### src/rtl/exec_resolve_pkg.sv
// Shared opsel encodings and instruction classification for the ALU and the resolve stage.
package exec_resolve_pkg;

  localparam logic [5:0] OP_BF   = 6'd0;
  localparam logic [5:0] OP_BEQ  = 6'd1;
  localparam logic [5:0] OP_BLT  = 6'd2;
  localparam logic [5:0] OP_BLE  = 6'd3;
  localparam logic [5:0] OP_BEQZ = 6'd5;
  localparam logic [5:0] OP_BLTZ = 6'd6;
  localparam logic [5:0] OP_BLEZ = 6'd7;
  localparam logic [5:0] OP_BT   = 6'd8;
  localparam logic [5:0] OP_BNE  = 6'd9;
  localparam logic [5:0] OP_BGE  = 6'd10;
  localparam logic [5:0] OP_BGT  = 6'd11;
  localparam logic [5:0] OP_BNEZ = 6'd13;
  localparam logic [5:0] OP_BGEZ = 6'd14;
  localparam logic [5:0] OP_BGTZ = 6'd15;
  localparam logic [5:0] OP_ADD  = 6'd16;
  localparam logic [5:0] OP_SUB  = 6'd17;
  localparam logic [5:0] OP_AND  = 6'd20;
  localparam logic [5:0] OP_OR   = 6'd21;
  localparam logic [5:0] OP_XOR  = 6'd22;
  localparam logic [5:0] OP_MVHI = 6'd27;
  localparam logic [5:0] OP_NAND = 6'd28;
  localparam logic [5:0] OP_NOR  = 6'd29;
  localparam logic [5:0] OP_XNOR = 6'd30;
  localparam logic [5:0] OP_JALR = 6'd32;

  typedef enum logic [2:0] {
    CLS_BRANCH,
    CLS_JALR,
    CLS_ALU,
    CLS_MVHI,
    CLS_ILLEGAL
  } op_class_e;

  typedef enum logic {
    SQ_IDLE,
    SQ_SQUASH
  } sq_state_e;

  function automatic op_class_e classify(input logic [5:0] opsel);
    op_class_e cls;
    case (opsel)
      OP_BF, OP_BEQ, OP_BLT, OP_BLE, OP_BEQZ, OP_BLTZ, OP_BLEZ,
      OP_BT, OP_BNE, OP_BGE, OP_BGT, OP_BNEZ, OP_BGEZ, OP_BGTZ: cls = CLS_BRANCH;
      OP_JALR:                                                  cls = CLS_JALR;
      OP_ADD, OP_SUB, OP_AND, OP_OR, OP_XOR,
      OP_NAND, OP_NOR, OP_XNOR:                                 cls = CLS_ALU;
      OP_MVHI:                                                  cls = CLS_MVHI;
      default:                                                  cls = CLS_ILLEGAL;
    endcase
    return cls;
  endfunction

endpackage

### src/rtl/exec_squash_ctr.sv
// Wrong-path squash window: counts down FLUSH_DEPTH cycles after a redirect.
// Registered squashing flag; flush clears the window at the next edge; no backpressure.
module exec_squash_ctr
  import exec_resolve_pkg::*;
#(
  parameter int FLUSH_DEPTH = 2
) (
  input  logic clk,
  input  logic reset,
  input  logic load,
  input  logic flush,
  input  logic tick,
  output logic squashing
);

  sq_state_e  state_q, state_d;
  logic [2:0] cnt_q, cnt_d;

  always_ff @(posedge clk or posedge reset) begin
    if (reset) begin
      state_q <= SQ_IDLE;
      cnt_q   <= 3'd0;
    end else begin
      state_q <= state_d;
      cnt_q   <= cnt_d;
    end
  end

  always_comb begin
    state_d = state_q;
    cnt_d   = cnt_q;
    if (flush) begin
      state_d = SQ_IDLE;
      cnt_d   = 3'd0;
    end else begin
      case (state_q)
        SQ_IDLE: begin
          if (load) begin
            state_d = SQ_SQUASH;
            cnt_d   = 3'(FLUSH_DEPTH);
          end
        end
        SQ_SQUASH: begin
          if (tick) begin
            cnt_d = cnt_q - 3'd1;
            if (cnt_q == 3'd1) state_d = SQ_IDLE;
          end
        end
        default: begin
          state_d = SQ_IDLE;
          cnt_d   = 3'd0;
        end
      endcase
    end
  end

  assign squashing = (cnt_q != 3'd0);

endmodule

### src/rtl/exec_resolve.sv
// Resolves branches/JALR and builds writeback from the registered ALU result.
// Latency 2 cycles from in_valid; 1 instruction/cycle, no backpressure.
module exec_resolve
  import exec_resolve_pkg::*;
#(
  parameter int FLUSH_DEPTH = 2,
  parameter int PC_W        = 32
) (
  input  logic            clk,
  input  logic            reset,
  input  logic            in_valid,
  input  logic [5:0]      in_opsel,
  input  logic [PC_W-1:0] in_pc,
  input  logic [15:0]     in_imm,
  input  logic [3:0]      in_rd,
  input  logic [15:0]     in_rd_lo,
  input  logic [PC_W-1:0] alu_out,
  input  logic            flush,
  output logic            wb_valid,
  output logic [3:0]      wb_rd,
  output logic [PC_W-1:0] wb_data,
  output logic            redirect_valid,
  output logic [PC_W-1:0] redirect_pc,
  output logic            illegal,
  output logic            squashing,
  output logic [31:0]     retire_count
);

  logic            s1_valid_q, s1_valid_d;
  logic [5:0]      s1_opsel_q;
  logic [PC_W-1:0] s1_pc_q;
  logic [15:0]     s1_imm_q;
  logic [3:0]      s1_rd_q;
  logic [15:0]     s1_rd_lo_q;

  logic            wb_valid_q, wb_valid_d;
  logic [3:0]      wb_rd_q, wb_rd_d;
  logic [PC_W-1:0] wb_data_q, wb_data_d;
  logic            redirect_valid_q, redirect_valid_d;
  logic [PC_W-1:0] redirect_pc_q, redirect_pc_d;
  logic            illegal_q, illegal_d;
  logic [31:0]     retire_q, retire_d;

  logic            squash_active;
  logic            live;
  op_class_e       cls;
  logic [PC_W-1:0] pc_plus4;
  logic [PC_W-1:0] br_target;

  // An instruction issued in a flush cycle is already wrong-path.
  assign s1_valid_d = in_valid & ~flush;

  always_ff @(posedge clk or posedge reset) begin
    if (reset) begin
      s1_valid_q       <= 1'b0;
      s1_opsel_q       <= '0;
      s1_pc_q          <= '0;
      s1_imm_q         <= '0;
      s1_rd_q          <= '0;
      s1_rd_lo_q       <= '0;
      wb_valid_q       <= 1'b0;
      wb_rd_q          <= '0;
      wb_data_q        <= '0;
      redirect_valid_q <= 1'b0;
      redirect_pc_q    <= '0;
      illegal_q        <= 1'b0;
      retire_q         <= '0;
    end else begin
      s1_valid_q <= s1_valid_d;
      if (in_valid) begin
        s1_opsel_q <= in_opsel;
        s1_pc_q    <= in_pc;
        s1_imm_q   <= in_imm;
        s1_rd_q    <= in_rd;
        s1_rd_lo_q <= in_rd_lo;
      end
      wb_valid_q       <= wb_valid_d;
      wb_rd_q          <= wb_rd_d;
      wb_data_q        <= wb_data_d;
      redirect_valid_q <= redirect_valid_d;
      redirect_pc_q    <= redirect_pc_d;
      illegal_q        <= illegal_d;
      retire_q         <= retire_d;
    end
  end

  always_comb begin
    cls       = classify(s1_opsel_q);
    live      = s1_valid_q & ~flush & ~squash_active;
    pc_plus4  = s1_pc_q + PC_W'(4);
    br_target = pc_plus4 + {{(PC_W-18){s1_imm_q[15]}}, s1_imm_q, 2'b00};

    wb_valid_d       = 1'b0;
    wb_rd_d          = wb_rd_q;
    wb_data_d        = wb_data_q;
    redirect_valid_d = 1'b0;
    redirect_pc_d    = redirect_pc_q;
    illegal_d        = 1'b0;
    retire_d         = retire_q;

    if (live) begin
      case (cls)
        CLS_BRANCH: begin
          retire_d = retire_q + 32'd1;
          if (alu_out[0]) begin
            redirect_valid_d = 1'b1;
            redirect_pc_d    = br_target;
          end
        end
        CLS_JALR: begin
          retire_d         = retire_q + 32'd1;
          redirect_valid_d = 1'b1;
          redirect_pc_d    = alu_out;
          wb_valid_d       = 1'b1;
          wb_rd_d          = s1_rd_q;
          wb_data_d        = pc_plus4;
        end
        CLS_ALU: begin
          retire_d   = retire_q + 32'd1;
          wb_valid_d = 1'b1;
          wb_rd_d    = s1_rd_q;
          wb_data_d  = alu_out;
        end
        CLS_MVHI: begin
          retire_d   = retire_q + 32'd1;
          wb_valid_d = 1'b1;
          wb_rd_d    = s1_rd_q;
          wb_data_d  = {alu_out[PC_W-1:16], s1_rd_lo_q};
        end
        default: illegal_d = 1'b1;
      endcase
    end
  end

  exec_squash_ctr #(
    .FLUSH_DEPTH(FLUSH_DEPTH)
  ) u_squash (
    .clk      (clk),
    .reset    (reset),
    .load     (redirect_valid_d),
    .flush    (flush),
    .tick     (1'b1),
    .squashing(squash_active)
  );

  assign wb_valid       = wb_valid_q;
  assign wb_rd          = wb_rd_q;
  assign wb_data        = wb_data_q;
  assign redirect_valid = redirect_valid_q;
  assign redirect_pc    = redirect_pc_q;
  assign illegal        = illegal_q;
  assign squashing      = squash_active;
  assign retire_count   = retire_q;

endmodule

### config.mk
export PLATFORM = sky130hd
export DESIGN_NAME = exec_resolve
export DESIGN_NICKNAME = d
export VERILOG_FILES = /design/src/rtl/exec_resolve_pkg.sv /design/src/rtl/exec_squash_ctr.sv /design/src/rtl/exec_resolve.sv
export SDC_FILE = /design/constraint.sdc
export NUM_CORES = 1
export LEC_CHECK = 0
export CORE_UTILIZATION = 35
export CTS_BUF_LIST = sky130_fd_sc_hd__clkbuf_8
export CTS_CLUSTER_SIZE = 8
export DETAILED_ROUTE_END_ITERATION = 8
export HOLD_SLACK_MARGIN = 0.06
export PLACE_DENSITY = 0.66
export SKIP_CTS_REPAIR_TIMING = 1
export SKIP_LAST_GASP = 1
export SYNTH_ARGS = -nofsm -noshare
export SYNTH_HDL_FRONTEND = slang
export SYNTH_SLANG_ARGS = --single-unit
### constraint.sdc
create_clock -name clk -period 12.9 [get_ports clk]
set_clock_uncertainty 0.15 [all_clocks]
set_input_delay 2.58 -clock clk [delete_from_list [all_inputs] [get_ports clk]]
set_output_delay 2.58 -clock clk [all_outputs]
set_load 0.005 [all_outputs]
==> flow_metrics.env <==
export IMPL_finalCriticalPeriod_ns=5.51
export IMPL_arrival_ns=5.74
export IMPL_synthesis_nets=1133
export IMPL_gp_congestion=0.884
export IMPL_wl_um=27900
export IMPL_critical_path_class="in -> reg"
export IMPL_use_met2_pct=31.7
export IMPL_finalHoldViolations=0
export IMPL_leakage_nw=5.46
export IMPL_tns_ns=0
export IMPL_numCtsBuffers=17
export IMPL_cts_buffer_depth=2
export IMPL_cp_common_cell="o21ai_0"
export IMPL_syn_to_final_growth_pct=29.1
export IMPL_max_slew_margin_rel_pct=30.4
export IMPL_grt_pass1_wl_um=43000
export IMPL_crit_required_ns=13.13
export IMPL_overflow=0
export IMPL_finalCritPeriodShare_pct=42.7
export IMPL_multi_input_area_um2=5050
export IMPL_peakVddDrop_uv=76.9
export IMPL_postLayoutCoreUtil_pct=45.9
export IMPL_vias_per_cell=5.08
export IMPL_placementRows=61
export IMPL_path_cells="clkdlybuf4s50_1 > nor3b_2 > nand2b_2 > inv_1 > o21ai_0 > o21ai_0"
export IMPL_startpoint_type="primary input"
export IMPL_grt_util_met3_pct=4.20
export IMPL_cts_tree="built"
export IMPL_drtPass1Iterations=5
export IMPL_regArea_um2=4550
export IMPL_grt_pass1_vias=7732
export IMPL_yosysSeqAreaShare_pct=46.3
export IMPL_cp_max_fo=54
export IMPL_grt_use_met1_pct=26.0
export IMPL_cts_root_buf="clkbuf_8"
export IMPL_drive_gt1_share_pct=11.3
export IMPL_ios=214
export IMPL_yosys_register_bits=182
export IMPL_ys_flop_type="dfrtp_1"
export IMPL_start_util_pct=35.5
export IMPL_crit_buf_inv=2
export IMPL_dieArea_um2=28800
export IMPL_grt_busiest_layer="met2"
export IMPL_async_reset_ff_share_pct=100
export IMPL_critPathMaxStageDelay_ns=0.77
export IMPL_syn_area_um2=9840
export IMPL_setup_viol=0
export IMPL_avgRoutedWirePerCell_um=17.8
export IMPL_fin_nets=1328
export IMPL_end_kind="register"
export IMPL_synthTopCellsByArea="dfrtp_1 (46%), mux2_2 (8.0%), ha_1 (5.1%), nand2_1 (4.9%), xnor2_1 (4.8%)"
export IMPL_crit_slowest_cell="inv_1"
export IMPL_worst_slew_pin_slew_ns=1.04
export IMPL_die_x_um=170
export IMPL_rsz0062_at_grt="no"
export IMPL_whs_ns=0.333
export IMPL_cts_sinks=182
export IMPL_drt_iter0_markers=589
export IMPL_ant_nets=0
export IMPL_htree_levels=4
export IMPL_hp_class="reg -> reg"
export IMPL_nFillCells=2622
export IMPL_clk_insertion_delay_late_ns=0.47
export IMPL_avgSynthCellArea_um2=10.0
export IMPL_grt_max_degree=109
export IMPL_place_hpwl_um=20900
export IMPL_drc=0
export IMPL_path_clk_slew_ns=0.10
export IMPL_num_vias=7972
export IMPL_yosys_area_top_type="dfrtp_1"
export IMPL_io_buffers=213
export IMPL_slew_violations=0
export IMPL_yosysTopAreaCellShare_pct=46.3
export IMPL_netlist_instances=982
export IMPL_outcome="complete, no violations"
export IMPL_cap_viol_max_count=0
export IMPL_power_density_nw_per_um2=141
export IMPL_coreArea_um2=27700
export IMPL_fmax_mhz=181
export IMPL_die_y_um=170
export IMPL_track_usage_pct=19.6
export IMPL_antenna_found_initial=1
export IMPL_critPathTopFamily="simple AND/OR/NAND/NOR gates"
export IMPL_ys_warn_count=0
export IMPL_finalPower_mw=1.79
export IMPL_synth_cell_type_count=68
export IMPL_synth_edff_count=0
-- area by class of cell --
cell class              instances  area share (%)
multi-input cells             735            39.8
clock inverters                15            1.09
well taps                     378            3.72
clock buffers                  17            1.84
flip-flops and latches        182            35.8
repair buffers                217            17.0
inverters                      24           0.748
diodes                          1          0.0197
-- state kept, by name, summed over array words and instances, names as in the netlist --
name and cells:
illegal 1, redirect_pc 32, redirect_valid 1, retire_count 32
s1_imm_q 16, s1_opsel_q 6, s1_pc_q 32, s1_rd_lo_q 16
s1_rd_q 4, s1_valid_q 1, u_squash.cnt_q 3, u_squash.state_q 1
wb_data 32, wb_rd 4, wb_valid 1
-- report_power, final --
| part | internal [mW] | switching [mW] | total, mW |
|---|---|---|---|
| combinational | 0.346 | 0.283 | 0.629 |
| clock | 0.142 | 0.237 | 0.379 |
| sequential | 0.688 | 0.0974 | 0.786 |
-- worst reg2reg max path, cell delays in order, from the launching register on --
cell	delay, ns
dfrtp_1	0.49
ha_1	0.25
and3_1	0.19
and2_1	0.27
nand2_1	0.12
nor2_1	0.16
nand2_1	0.10
xnor2_1	0.32
ha_1	0.40
a21oi_1	0.24
o21ai_0	0.10
a221oi_1	0.33
a21boi_1	0.20
a311o_1	0.42
a21oi_1	0.22
mux2i_1	0.24
nand3_1	0.09
-- stage by stage --
| step | cell area, um2 | std cells | setup WS [ns] |
|---|---|---|---|
| floorplan | 9840 | 982 | 5.23 |
| global placement | 12300 | 1536 | 7.00 |
| detailed placement | 12300 | 1536 | 6.87 |
| CTS | 12700 | 1568 | 7.39 |
| global route | 12700 | 1569 | 7.14 |
| finish | 12700 | 1569 | 7.39 |
-- per-layer routing --
| layer | up-vias | wire [um] |
|---|---|---|
| met1 | 3838 | 12800 |
| li1 | 3859 | - |
| met3 | 32 | 1580 |
| met2 | 243 | 12800 |
| met4 | 0 | 695 |
| met5 | - | 0 |
-- synth_stat cells (5+ instances only) --
cell type and n:
a21o_1 14, a21oi_1 62, a22o_1 12, a31oi_1 12
and2_1 7, and3_1 14, and4_1 6, buf_1 5
buf_2 7, clkbuf_1 28, dfrtp_1 182, ha_1 40
inv_1 23, mux2_2 70, mux2i_1 9, nand2_1 128
nand3_1 33, nand4_1 15, nor2_1 73, nor2b_1 5
nor3_1 9, o21a_1 5, o21ai_0 64, o21ai_1 8
xnor2_1 54, xor2_1 25
-- final timing paths --
path / cells after the start / slack (ns) / end / start
worst max-delay path: 6 / 7.39 / wb_data[20] / flush
worst min-delay path: 1 / 0.33 / retire_count[31] / retire_count[31]
worst max register to register: 16 / 8.51 / redirect_pc[27] / s1_pc_q[2]
worst min register to register: 1 / 0.33 / retire_count[31] / retire_count[31]
max in group asynchronous: 3 / 8.49 / s1_rd_lo_q[14] / reset
min in group asynchronous: 2 / 2.51 / s1_rd_q[2] / reset
-- cells by family (layout without fill, tap and decap cells) --
family | count (synthesis) | in the layout | share of synthesized area (%)
and+or+nand+nor | 318 | 318 | 15.8
AOI/OAI and AO/OA | 217 | 217 | 13.9
DFF | 182 | 182 | 46.3
xor gates and xnor gates | 80 | 80 | 7.19
muxes | 79 | 79 | 8.92
buffers and inverters | 65 | 273 | 2.61
adders and majority gates | 41 | 41 | 5.29
other | 0 | 1 | 0
-- cells in the final DEF (no fill, tap or decap), types with 14 or more instances in the layout --
| cell | instances |
|---|---|
| xnor2_1 | 54 |
| nand2_1 | 128 |
| o21ai_0 | 64 |
| a21oi_1 | 62 |
| ha_1 | 40 |
| mux2_2 | 70 |
| a21o_1 | 14 |
| clkbuf_8 | 17 |
| nand3_1 | 33 |
| and3_1 | 14 |
| nand4_1 | 15 |
| nor2_1 | 73 |
| dfrtp_1 | 182 |
| clkdlybuf4s50_1 | 212 |
| xor2_1 | 25 |
| inv_1 | 22 |
Note: power is estimated with default switching activity, not from simulation.
